`src/rtl/axis_packet_tx_if.sv`:
```
// AXI4-Stream channel for axis_packet_tx: the master drives every signal except tready,
// which the slave drives.
interface axis_packet_tx_if #(
  parameter int DATA_WIDTH = 32,
  parameter int ID_WIDTH   = 8,
  parameter int DEST_WIDTH = 4,
  parameter int USER_WIDTH = 8
);
  logic                    tvalid;
  logic                    tready;
  logic [DATA_WIDTH-1:0]   tdata;
  logic [DATA_WIDTH/8-1:0] tstrb;
  logic [DATA_WIDTH/8-1:0] tkeep;
  logic                    tlast;
  logic [ID_WIDTH-1:0]     tid;
  logic [DEST_WIDTH-1:0]   tdest;
  logic [USER_WIDTH-1:0]   tuser;

  modport master (
    output tvalid, tdata, tstrb, tkeep, tlast, tid, tdest, tuser,
    input  tready
  );

  modport slave (
    input  tvalid, tdata, tstrb, tkeep, tlast, tid, tdest, tuser,
    output tready
  );
endinterface

```
`src/rtl/axis_packet_tx.sv`:
```
// AXI4-Stream master that emits one packet of incrementing data words per start command.
// Optional macro AXIS_TX_BEAT_GAP_EN inserts one idle cycle after every accepted non-final beat.
module axis_packet_tx #(
  parameter int DATA_WIDTH      = 32,
  parameter int ID_WIDTH        = 8,
  parameter int DEST_WIDTH      = 4,
  parameter int USER_WIDTH      = 8,
  parameter int MAX_PACKET_SIZE = 10
) (
  input  logic                  ACLK,
  input  logic                  ARESET,
  input  logic                  start,
  input  logic [7:0]            pkt_len,
  input  logic [DATA_WIDTH-1:0] start_value,
  input  logic [ID_WIDTH-1:0]   stream_id,
  input  logic [DEST_WIDTH-1:0] stream_dest,
  axis_packet_tx_if.master      m_axis,
  output logic                  busy,
  output logic                  done,
  output logic                  len_err,
  output logic [15:0]           pkt_count
);
  localparam int         STRB_WIDTH = DATA_WIDTH / 8;
  localparam logic [7:0] MAX_LEN    = 8'(MAX_PACKET_SIZE);

  typedef enum logic [1:0] {
    ST_IDLE = 2'd0,
    ST_SEND = 2'd1,
    ST_GAP  = 2'd2
  } state_t;

  state_t                state_r;
  state_t                state_nxt_s;
  logic                  handshake_s;
  logic                  load_s;
  logic                  step_s;
  logic                  finish_s;
  logic                  zero_len_s;
  logic [7:0]            len_clamp_s;
  logic [7:0]            len_r;
  logic [7:0]            beat_idx_r;
  logic                  tvalid_r;
  logic                  tlast_r;
  logic [DATA_WIDTH-1:0] tdata_r;
  logic [ID_WIDTH-1:0]   tid_r;
  logic [DEST_WIDTH-1:0] tdest_r;
  logic [USER_WIDTH-1:0] tuser_r;
  logic                  busy_r;
  logic                  done_r;
  logic                  len_err_r;
  logic [15:0]           pkt_count_r;

  assign handshake_s = tvalid_r & m_axis.tready;
  assign len_clamp_s = (pkt_len > MAX_LEN) ? MAX_LEN : pkt_len;

  always_ff @(posedge ACLK) begin
    if (ARESET) begin
      state_r <= ST_IDLE;
    end else begin
      state_r <= state_nxt_s;
    end
  end

  always_comb begin
    state_nxt_s = state_r;
    case (state_r)
      ST_IDLE: state_nxt_s = load_s ? ST_SEND : ST_IDLE;
      ST_SEND: begin
        if (finish_s) begin
          state_nxt_s = ST_IDLE;
        end
`ifdef AXIS_TX_BEAT_GAP_EN
        else if (step_s) begin
          state_nxt_s = ST_GAP;
        end else begin
          state_nxt_s = ST_SEND;
        end
`else
        else begin
          state_nxt_s = ST_SEND;
        end
`endif
      end
      ST_GAP:  state_nxt_s = ST_SEND;
      default: state_nxt_s = ST_IDLE;
    endcase
  end

  // Decode the per-cycle datapath actions; start is only honoured in IDLE.
  always_comb begin
    load_s     = 1'b0;
    step_s     = 1'b0;
    finish_s   = 1'b0;
    zero_len_s = 1'b0;
    case (state_r)
      ST_IDLE: begin
        load_s     = start & (pkt_len != 8'd0);
        zero_len_s = start & (pkt_len == 8'd0);
      end
      ST_SEND: begin
        finish_s = handshake_s & tlast_r;
        step_s   = handshake_s & ~tlast_r;
      end
      default: begin
        load_s = 1'b0;
      end
    endcase
  end

  // tlast for the following beat is precomputed so every stream output comes straight from a flop.
  always_ff @(posedge ACLK) begin
    if (ARESET) begin
      tvalid_r    <= 1'b0;
      tlast_r     <= 1'b0;
      tdata_r     <= '0;
      tid_r       <= '0;
      tdest_r     <= '0;
      tuser_r     <= '0;
      len_r       <= 8'd0;
      beat_idx_r  <= 8'd0;
      busy_r      <= 1'b0;
      done_r      <= 1'b0;
      len_err_r   <= 1'b0;
      pkt_count_r <= 16'd0;
    end else begin
      tvalid_r  <= (state_nxt_s == ST_SEND);
      busy_r    <= (state_nxt_s != ST_IDLE);
      done_r    <= finish_s;
      len_err_r <= zero_len_s;
      if (finish_s) begin
        pkt_count_r <= pkt_count_r + 16'd1;
      end
      if (load_s) begin
        tdata_r    <= start_value;
        tid_r      <= stream_id;
        tdest_r    <= stream_dest;
        tuser_r    <= '0;
        len_r      <= len_clamp_s;
        beat_idx_r <= 8'd0;
        tlast_r    <= (len_clamp_s == 8'd1);
      end else if (step_s) begin
        tdata_r    <= tdata_r + DATA_WIDTH'(1);
        tuser_r    <= USER_WIDTH'(beat_idx_r + 8'd1);
        beat_idx_r <= beat_idx_r + 8'd1;
        tlast_r    <= (({1'b0, beat_idx_r} + 9'd2) == {1'b0, len_r});
      end else if (finish_s) begin
        tlast_r <= 1'b0;
      end
    end
  end

  assign m_axis.tvalid = tvalid_r;
  assign m_axis.tdata  = tdata_r;
  assign m_axis.tstrb  = {STRB_WIDTH{1'b1}};
  assign m_axis.tkeep  = {STRB_WIDTH{1'b1}};
  assign m_axis.tlast  = tlast_r;
  assign m_axis.tid    = tid_r;
  assign m_axis.tdest  = tdest_r;
  assign m_axis.tuser  = tuser_r;
  assign busy          = busy_r;
  assign done          = done_r;
  assign len_err       = len_err_r;
  assign pkt_count     = pkt_count_r;
endmodule

```
`src/flat_wrapper.sv`:
```
// flat-port wrapper written by rule: the top's interface ports become plain ports
module axis_packet_tx_flat 
#(
  parameter int DATA_WIDTH      = 32,
  parameter int ID_WIDTH        = 8,
  parameter int DEST_WIDTH      = 4,
  parameter int USER_WIDTH      = 8,
  parameter int MAX_PACKET_SIZE = 10
)
  (ACLK, ARESET, start, pkt_len, start_value, stream_id, stream_dest, busy, done, len_err, pkt_count, m_axis_tvalid, m_axis_tdata, m_axis_tstrb, m_axis_tkeep, m_axis_tlast, m_axis_tid, m_axis_tdest, m_axis_tuser, m_axis_tready);
  axis_packet_tx_if #(.DATA_WIDTH(DATA_WIDTH), .ID_WIDTH(ID_WIDTH), .DEST_WIDTH(DEST_WIDTH), .USER_WIDTH(USER_WIDTH)) m_axis_i ();
  input  logic ACLK;
  input  logic ARESET;
  input  logic start;
  input  logic [7:0] pkt_len;
  input  logic [DATA_WIDTH-1:0] start_value;
  input  logic [ID_WIDTH-1:0] stream_id;
  input  logic [DEST_WIDTH-1:0] stream_dest;
  output logic busy;
  output logic done;
  output logic len_err;
  output logic [15:0] pkt_count;
  output wire logic [$bits(m_axis_i.tvalid)-1:0] m_axis_tvalid;
  output wire logic [$bits(m_axis_i.tdata)-1:0] m_axis_tdata;
  output wire logic [$bits(m_axis_i.tstrb)-1:0] m_axis_tstrb;
  output wire logic [$bits(m_axis_i.tkeep)-1:0] m_axis_tkeep;
  output wire logic [$bits(m_axis_i.tlast)-1:0] m_axis_tlast;
  output wire logic [$bits(m_axis_i.tid)-1:0] m_axis_tid;
  output wire logic [$bits(m_axis_i.tdest)-1:0] m_axis_tdest;
  output wire logic [$bits(m_axis_i.tuser)-1:0] m_axis_tuser;
  input wire logic [$bits(m_axis_i.tready)-1:0] m_axis_tready;
  assign m_axis_tvalid = m_axis_i.tvalid;
  assign m_axis_tdata = m_axis_i.tdata;
  assign m_axis_tstrb = m_axis_i.tstrb;
  assign m_axis_tkeep = m_axis_i.tkeep;
  assign m_axis_tlast = m_axis_i.tlast;
  assign m_axis_tid = m_axis_i.tid;
  assign m_axis_tdest = m_axis_i.tdest;
  assign m_axis_tuser = m_axis_i.tuser;
  assign m_axis_i.tready = m_axis_tready;
  axis_packet_tx #(.DATA_WIDTH(DATA_WIDTH), .ID_WIDTH(ID_WIDTH), .DEST_WIDTH(DEST_WIDTH), .USER_WIDTH(USER_WIDTH), .MAX_PACKET_SIZE(MAX_PACKET_SIZE)) u_core (.ACLK(ACLK), .ARESET(ARESET), .start(start), .pkt_len(pkt_len), .start_value(start_value), .stream_id(stream_id), .stream_dest(stream_dest), .m_axis(m_axis_i), .busy(busy), .done(done), .len_err(len_err), .pkt_count(pkt_count));
endmodule
```
`config.mk`:
```
export PLATFORM = sky130hd
export DESIGN_NAME = axis_packet_tx_flat
export DESIGN_NICKNAME = d
export VERILOG_FILES = /design/src/rtl/axis_packet_tx_if.sv /design/src/rtl/axis_packet_tx.sv /design/src/flat_wrapper.sv
export SDC_FILE = /design/constraint.sdc
export NUM_CORES = 1
export LEC_CHECK = 0
export ABC_AREA = 1
export ABC_CLOCK_PERIOD_IN_PS = 4800
export CAP_MARGIN = 20
export CORE_UTILIZATION = 30
export CTS_BUF_LIST = sky130_fd_sc_hd__clkbuf_2 sky130_fd_sc_hd__clkbuf_4 sky130_fd_sc_hd__clkbuf_8
export DETAILED_ROUTE_END_ITERATION = 10
export PLACE_DENSITY = 0.61
export SYNTH_ARGS = -nofsm -noshare
export SYNTH_HDL_FRONTEND = slang
export SYNTH_SLANG_ARGS = --single-unit
```
`constraint.sdc`:
```
create_clock -name ACLK -period 4.8 [get_ports ACLK]
set_clock_uncertainty 0.1 [all_clocks]
set_input_delay 0.96 -clock ACLK [delete_from_list [all_inputs] [get_ports ACLK]]
set_output_delay 0.96 -clock ACLK [all_outputs]
set_load 0.05 [all_outputs]
```
==> results of run 1 <==
## synthesized netlist by cell type, types with 2 or more instances
master      n
buf_2      10
ha_1        5
dfxtp_1    80
nand3_1    58
o21ai_1    18
a21oi_1    28
nand3b_1    2
nor3b_1     2
nor2_4      2
o21bai_1    2
nor3_1     15
xor2_1      9
o21ai_0    15
nand4_1     9
inv_2      10
a31oi_1     6
buf_4       9
or2_2       2
inv_1      69
a21o_1      2
nand2_1   240
a211oi_1    5
xnor2_1     4
clkbuf_1   12
nor2_2      2
nor4_1      2
nor2_1    142
## sequential cells by signal (all words and copies together), names as in the netlist
name	flops
u_core.m_axis.tdata	32
u_core.pkt_count	16
u_core.beat_idx_r	8
u_core.len_r	8
u_core.m_axis.tid	8
u_core.m_axis.tdest	4
u_core.done	1
u_core.len_err	1
u_core.m_axis.tlast	1
u_core.m_axis.tvalid	1
## final cells by class
| cell class | instances | area, um^2 | share of cell area, % |
|---|---|---|---|
| sequential | 80 | 1602 | 25.38 |
| tap | 211 | 264.0 | 4.183 |
| multi-input combinational | 586 | 2653 | 42.03 |
| clock buffer | 13 | 160.2 | 2.538 |
| clock inverter | 3 | 17.52 | 0.2776 |
| inverter | 79 | 296.5 | 4.699 |
| timing repair buffer | 133 | 1319 | 20.90 |
## final timing paths
check | from | to
max | u_core.beat_idx_r[3]$_SDFFE_PP0P_ | m_axis_tuser[3]
min | u_core.len_r[6]$_SDFFE_PP0P_ | u_core.len_r[6]$_SDFFE_PP0P_
max reg2reg | u_core.m_axis.tvalid$_SDFF_PP0_ | u_core.m_axis.tdata[21]$_SDFFE_PP0P_
min reg2reg | u_core.len_r[6]$_SDFFE_PP0P_ | u_core.len_r[6]$_SDFFE_PP0P_
## metrics by stage
stage                     hold slack, ns  instances  instance area, um^2  power, mW  setup WS [ns]
after floorplan                   0.3210        777                 4717     0.9872          2.634
after global placement            0.3298       1089                 6133      1.127          1.624
after detailed placement          0.3321       1089                 6133      1.128          1.581
after CTS                         0.3448       1105                 6311      1.604          1.932
after global routing              0.3732       1105                 6311      1.663          1.723
final                             0.3411       1105                 6311      1.590          1.950
## where the power goes
group	internal [mW]	total, mW	switching (mW)
Combinational	0.136	0.376	0.240
Clock	0.218	0.478	0.260
Sequential	0.695	0.735	0.0403
## cell families (layout without fill, tap and decap cells)
kind of cell / after synthesis / in the layout / share of synthesized area, %
fa+ha+maj: 5 / 5 / 1.334
xor+xnor: 13 / 13 / 2.427
other cells: 1 / 8 / 0.07994
compound gates: 79 / 79 / 9.309
flops: 80 / 80 / 34.14
buf+inv: 111 / 228 / 10.03
simple gates: 481 / 481 / 42.68
## worst min-delay path: cells and delay by family, from the launching register on
kind	cells	cell delay, ns
flops	1	0.32
simple gates	1	0.03
buf+inv	1	0.05
## layer usage
layer / vias to the layer above / global-route usage (%)
met5: - / 0
met4: 0 / 6.232
met3: 14 / 4.523
met2: 171 / 27.54
met1: 2210 / 23.31
li1: 2668 / -
==> flow_summary.toml, run 1 <==
[sta]
setup_violations = 0
rsz0062_at_grt = "false"
clock.fmax_mhz = 350.8
slew_viol_final = 0
final_hold_viol_count = 0
tightest_slew_ns = 0.5446
setup-tns-final_ns = 0
slew_headroom_pct = 63.66
finalCritPeriodShare_pct = 59.38
min_period_ns = 2.850

[detailed_routing]
wl_met1_um = 6611
wl_met3_um = 1070
top_layer = "met4"
vias = 5063
via_per_inst = 4.582
drtIter0Drc = 312
drcViolationCount = 0
wl_met2_um = 6146
drt_pass1_iterations = 6
postRouteAntennaNets = 0
routed_wl_um = 14030
routedWlPerCell_um = 12.69

[setup_path]
crit_cells = 1
max_stage_delay_ns = 0.87
end_kind = "primary output"
worstPathRequired_ns = 3.74
cp_top_family = "buffers and inverters"
critPathKind = "register to primary output"
crit_chain = "clkdlybuf4s50_1"
reg2regPathDepth = 9
cp-start-kind = "register"
crit_path_max_fanout = 9
worstPathArrival_ns = 1.79
r2r_slack_ns = 2.66
path_buf_inv = 1
crit_slowest_cell = "clkdlybuf4s50_1"

[placement]
port_buffers = 128
hpwl_um = 10270
gp_congestion = 0.8504

[layout]
drive_above_1_share_pct = 4.698
final_common_cell = "nand2_1"
most-common-layout-cells = "nand2_1 (240), nor2_1 (142), clkdlybuf4s50_1 (128)"
diodes = 0
area_growth_pct = 34.54
fill_cells = 1642
nets = 950
final_util_pct = 41.36

[cts]
cts.path.max_buffers = 2
root_buffer = "clkbuf_8"
hold_buffers = 0
clock-sinks = 80
htree_levels = 3
cts_setup_buffers = 0
path_clk_slew_ns = 0.09
cts_buffers = 9
cts_tree = "yes"
clkLatencyLatePin_ns = 0.37
cts_resized = 0

[logic_synthesis]
ys_async_sr_fraction_pct = 0
yosysWarnings = 0
ys_seq_elements = 80
synth-edff-count = 0
synth_area_mm2 = 0.004691
synthFlopType = "dfxtp_1"
yosysUniqueCellTypes = 37
synth_area_leaders = "dfxtp_1 (34%), nand2_1 (19%), nor2_1 (11%)"
synth_top_area_share_pct = 34.14
synth.largest_area_cell = "dfxtp_1"
avgSynthCellArea_um2 = 6.092
syn_inst = 770
seq_area_frac_synth_pct = 34.14

[floorplanning]
initial_utilization_pct = 30.74
io_pins = 137
die_area_mm2 = 0.01614
die_h_um = 127.0
die_w_um = 127.0
rows = 45
coreArea_mm2 = 0.01526

[min_path]
hold_depth = 2
hold_class = "register to register"

[global_route]
grt_start_max_net_pins = 36
first_global_vias = 4494
overflow = 0
grt_pass1_wl_um = 22470
antenna_found_initial = 1
grt_usage_pct = 17.57

[pwr]
p_per_area_mw_per_mm2 = 251.9
vdd_drop_max_mv = 0.1228
p_leak_nw = 2.399

[run_status]
outcome = "finished, final reports clean"

[job]
drv_cap = 0
(Power assumes the default switching activity.)
==> run 2, diff against run 1 <==
- ABC_CLOCK_PERIOD_IN_PS: 4800 -> 2700
- clock period: 4.8 -> 2.7 ns (I/O delays scaled with it)
==> run 2 against run 1 <==
Critical path depth is the same; register-to-register slack worse by 2.0 ns; cell count increased by 0.54%; highest routed layer unchanged; sequential cell count unchanged; via count fell by 1.1%; die area is the same; global-route usage shrank 0.13 points; clock-buffer cell count is the same; setup slack worse by 1.7 ns; routed wire length down 2.2%; first-iteration DRC count is 21% lower.
==> flow_summary.toml, run 2 (synthesis results as in run 1) <==
[floorplanning]
die_h_um = 127.0
initial_utilization_pct = 30.74
die_w_um = 127.0
rows = 45
io_pins = 137
die_area_mm2 = 0.01614
coreArea_mm2 = 0.01526

[cts]
clkLatencyLatePin_ns = 0.37
cts_buffers = 9
htree_levels = 3
root_buffer = "clkbuf_8"
cts_setup_buffers = 0
path_clk_slew_ns = 0.08
clock-sinks = 80
cts.path.max_buffers = 2
hold_buffers = 0
cts_tree = "yes"
cts_resized = 0

[placement]
hpwl_um = 10170
place_ws_ns = 0.1756
gp_congestion = 0.8772
port_buffers = 128

[layout]
fill_cells = 1648
final_common_cell = "nand2_1"
final_util_pct = 42.05
area_growth_pct = 36.78
diodes = 0
most-common-layout-cells = "nand2_1 (240), nor2_1 (142), clkdlybuf4s50_1 (128)"
nets = 956
drive_above_1_share_pct = 5.333
largest_reg_flops = 32
multi_input_area_mm2 = 0.002653
seqCellArea_mm2 = 0.001602

[setup_path]
r2r_slack_ns = 0.69
cp_top_family = "buffers and inverters"
crit_path_max_fanout = 9
crit_chain = "clkdlybuf4s50_1"
cp-start-kind = "register"
reg2regPathDepth = 12
max_stage_delay_ns = 0.88
reg2reg_from = "u_core.m_axis.tdata[0]$_SDFFE_PP0P_"
crit_start = "u_core.beat_idx_r[3]$_SDFFE_PP0P_"
crit_slowest_cell = "clkdlybuf4s50_1"
path_buf_inv = 1
worstPathArrival_ns = 1.78
worstPathRequired_ns = 2.06
critPathKind = "register to primary output"
end_kind = "primary output"
r2r-end = "u_core.m_axis.tdata[22]$_SDFFE_PP0P_"

[sta]
finalCritPeriodShare_pct = 89.58
slew_viol_final = 0
tightest_slew_ns = 0.5467
fin_ws_ns = 0.2814
slew_headroom_pct = 63.44
hold-worst-slack_ns = 0.3442
rsz0062_at_grt = "false"
final_hold_viol_count = 0
setup-tns-final_ns = 0
min_period_ns = 2.419
setup_violations = 0
clock.fmax_mhz = 413.5

[global_route]
grt_usage_pct = 17.44
grt_pass1_wl_um = 22430
antenna_found_initial = 1
first_global_vias = 4620
overflow = 0
grt_start_max_net_pins = 36

[detailed_routing]
routedWlPerCell_um = 12.34
drtIter0Drc = 247
drt_pass1_iterations = 4
routed_wl_um = 13710
drcViolationCount = 0
vias = 5008
postRouteAntennaNets = 0
via_per_inst = 4.508

[min_path]
hold_class = "register to register"
hold_end = "u_core.len_r[6]$_SDFFE_PP0P_"
hold_depth = 2
worstHoldStart = "u_core.len_r[6]$_SDFFE_PP0P_"

[run_status]
outcome = "finished, final reports clean"

[pwr]
switching_share_pct = 31.35
switchingPower_mw = 0.9434
p_leak_nw = 2.455
p_total_mw = 3.009
p_per_area_mw_per_mm2 = 469.0
p_comb_share_pct = 22.5
vdd_drop_max_mv = 0.3517
p_int_mw = 2.066
power_frac_seq_pct = 43.4
p_clk_share_pct = 34.1

[job]
drv_cap = 0
==> run 2: how the worst max path moves through the flow <==
stage,slack (ns),end,cells after the start
6_report,0.28,m_axis_tuser[3],1
3_5_place_dp,0.18,u_core.m_axis.tdata[23]$_SDFFE_PP0P_,8
4_1_cts,0.24,m_axis_tuser[3],1
2_1_floorplan,0.64,u_core.m_axis.tdata[16]$_SDFFE_PP0P_,10
3_3_place_gp,0.25,u_core.m_axis.tdata[23]$_SDFFE_PP0P_,8
5_1_grt,0.19,m_axis_tuser[3],1
==> run 2: cell type report <==
type,instances,area share (%)
well taps,211,4.115
flip-flops and latches,80,24.96
repair buffers,139,21.45
clock inverters,3,1.014
inverters,79,4.622
clock buffers,13,2.496
multi-input cells,586,41.34
==> run 2: through the flow <==
| stage | instance area [um^2] | cells |
|---|---|---|
| 6_report | 6416 | 1111 |
| 5_1_grt | 6416 | 1111 |
| 4_1_cts | 6416 | 1111 |
| 3_5_place_dp | 6191 | 1095 |
| 3_3_place_gp | 6191 | 1095 |
| 2_1_floorplan | 4717 | 777 |
==> run 2: power groups by stage <==
stage / clock network (mW) / logic (mW) / registers [mW]
2_1_floorplan: 0 / 0.256 / 1.50
3_3_place_gp: 0 / 0.681 / 1.33
3_5_place_dp: 0 / 0.683 / 1.33
4_1_cts: 1.07 / 0.685 / 1.31
5_1_grt: 1.12 / 0.738 / 1.32
6_report: 1.03 / 0.678 / 1.31
==> run 2: per-layer routing <==
| metal | share of wire [%] | track usage, % | up-vias |
|---|---|---|---|
| met5 | 0 | 0 | - |
| met4 | 1.7 | 5.462 | 0 |
| met3 | 7.5 | 5.193 | 15 |
| met2 | 43 | 28.38 | 142 |
| met1 | 47 | 22.14 | 2186 |
| li1 | - | - | 2665 |
==> run 3, diff against run 2 <==
- PLACE_DENSITY: 0.61 -> 0.58
- SETUP_SLACK_MARGIN: unset -> 0.05
==> run 3 against run 2 <==
Critical path type unchanged; first-iteration DRC count down 1.2%; sequential power about the same; critical endpoint unchanged; final area up 0.53%; register-to-register slack worse by 0.06 ns; global-route usage up 0.73 points.
==> flow_summary.toml, run 3 (synthesis results as in run 1) <==
[setup_path]
worstPathRequired_ns = 2.06
critPathKind = "register to primary output"
crit_slowest_cell = "clkdlybuf4s50_1"
worstPathArrival_ns = 1.81
path_buf_inv = 1
crit_chain = "clkdlybuf4s50_1"
cp-start-kind = "register"
cp_top_family = "buffers and inverters"
max_stage_delay_ns = 0.88
crit_path_max_fanout = 9
end_kind = "primary output"

[pwr]
power_frac_seq_pct = 41.8
p_total_mw = 3.127
p_comb_share_pct = 21.9
p_leak_nw = 2.464
p_clk_share_pct = 36.3
vdd_drop_max_mv = 0.2437
switching_share_pct = 31.10
p_per_area_mw_per_mm2 = 484.8
switchingPower_mw = 0.9726
p_int_mw = 2.155

[floorplanning]
rows = 45
die_w_um = 127.0
die_h_um = 127.0
initial_utilization_pct = 30.74
io_pins = 137
die_area_mm2 = 0.01614
coreArea_mm2 = 0.01526

[detailed_routing]
routed_wl_um = 13990
drcViolationCount = 0
routedWlPerCell_um = 12.61
drt_pass1_iterations = 5
postRouteAntennaNets = 0
via_per_inst = 4.471
vias = 4963
drtIter0Drc = 244

[layout]
drive_above_1_share_pct = 5.228
largest_reg_flops = 32
fill_cells = 1675
area_growth_pct = 37.50
seqCellArea_mm2 = 0.001602
multi_input_area_mm2 = 0.002653
most-common-layout-cells = "nand2_1 (240), nor2_1 (142), clkdlybuf4s50_1 (128)"
diodes = 0
nets = 955
final_common_cell = "nand2_1"

[global_route]
grt_pass1_wl_um = 23110
first_global_vias = 4627
overflow = 0
grt_start_max_net_pins = 38
grt_usage_pct = 18.17
antenna_found_initial = 0

[sta]
finalCritPeriodShare_pct = 90.71
slew_headroom_pct = 62.58
rsz0062_at_grt = "false"
slew_viol_final = 0
clock.fmax_mhz = 408.3
setup_violations = 0
tightest_slew_ns = 0.5595
min_period_ns = 2.449
final_hold_viol_count = 0
setup-tns-final_ns = 0

[placement]
hpwl_um = 10210
gp_congestion = 0.8564
port_buffers = 128

[min_path]
hold_class = "register to register"

[cts]
root_buffer = "clkbuf_8"
cts_buffers = 9
cts.path.max_buffers = 2
cts_resized = 0
clkLatencyLatePin_ns = 0.37
htree_levels = 3
path_clk_slew_ns = 0.09
cts_tree = "yes"
clock-sinks = 80
cts_setup_buffers = 0
hold_buffers = 0

[job]
drv_cap = 0

[run_status]
outcome = "finished, final reports clean"
-- run 3: layout make-up --
cell class                 count  share of cell area [%]
clock buffer                  11                   2.347
clock inverter                 5                   1.591
inverter                      79                   4.597
multi-input combinational    586                   41.13
sequential                    80                   24.83
tap                          211                   4.093
timing repair buffer         138                   21.42
-- run 3: path summary, 6_finish.rpt --
| kind | slack (ns) | to | start | cells past startpoint |
|---|---|---|---|---|
| worst max-delay path | 0.25 | m_axis_tuser[3] | u_core.beat_idx_r[3]$_SDFFE_PP0P_ | 1 |
| worst min-delay path | 0.35 | u_core.len_r[6]$_SDFFE_PP0P_ | u_core.len_r[6]$_SDFFE_PP0P_ | 2 |
| worst max register to register | 0.63 | u_core.m_axis.tdata[22]$_SDFFE_PP0P_ | u_core.m_axis.tdata[0]$_SDFFE_PP0P_ | 12 |
| worst min register to register | 0.35 | u_core.len_r[6]$_SDFFE_PP0P_ | u_core.len_r[6]$_SDFFE_PP0P_ | 2 |
-- run 3: layer usage --
metal  wire length [um]  share of wire, %  vias to the layer above  GRT usage (%)
li1                   -                 -                     2667              -
met1               6730                48                     2149          23.53
met2               6136                44                      136          29.09
met3                982               7.0                       11          5.486
met4                144               1.0                        0          5.322
met5                  0                 0                        -              0
-- run 3: power groups by stage --
stage / Sequential [mW] / Clock, mW / Combinational (mW)
detailed placement: 1.33 / 0 / 0.687
global placement: 1.33 / 0 / 0.687
CTS: 1.31 / 1.18 / 0.690
finish: 1.31 / 1.14 / 0.685
floorplan: 1.50 / 0 / 0.256
global route: 1.32 / 1.23 / 0.744
-- run 3: per-stage QoR --
stage / std cells / worst slack [ns] / cell area, um^2 / hold slack, ns / utilization [%]
2_1_floorplan: 777 / 0.6353 / 4717 / 0.3210 / -
3_3_place_gp: 1094 / 0.2421 / 6196 / 0.3292 / 40.61
3_5_place_dp: 1094 / 0.2114 / 6196 / 0.3370 / 40.61
4_1_cts: 1110 / 0.2102 / 6450 / 0.3493 / 42.27
5_1_grt: 1110 / 0.1549 / 6450 / 0.3743 / 42.27
6_report: 1110 / 0.2508 / 6450 / 0.3469 / 42.27
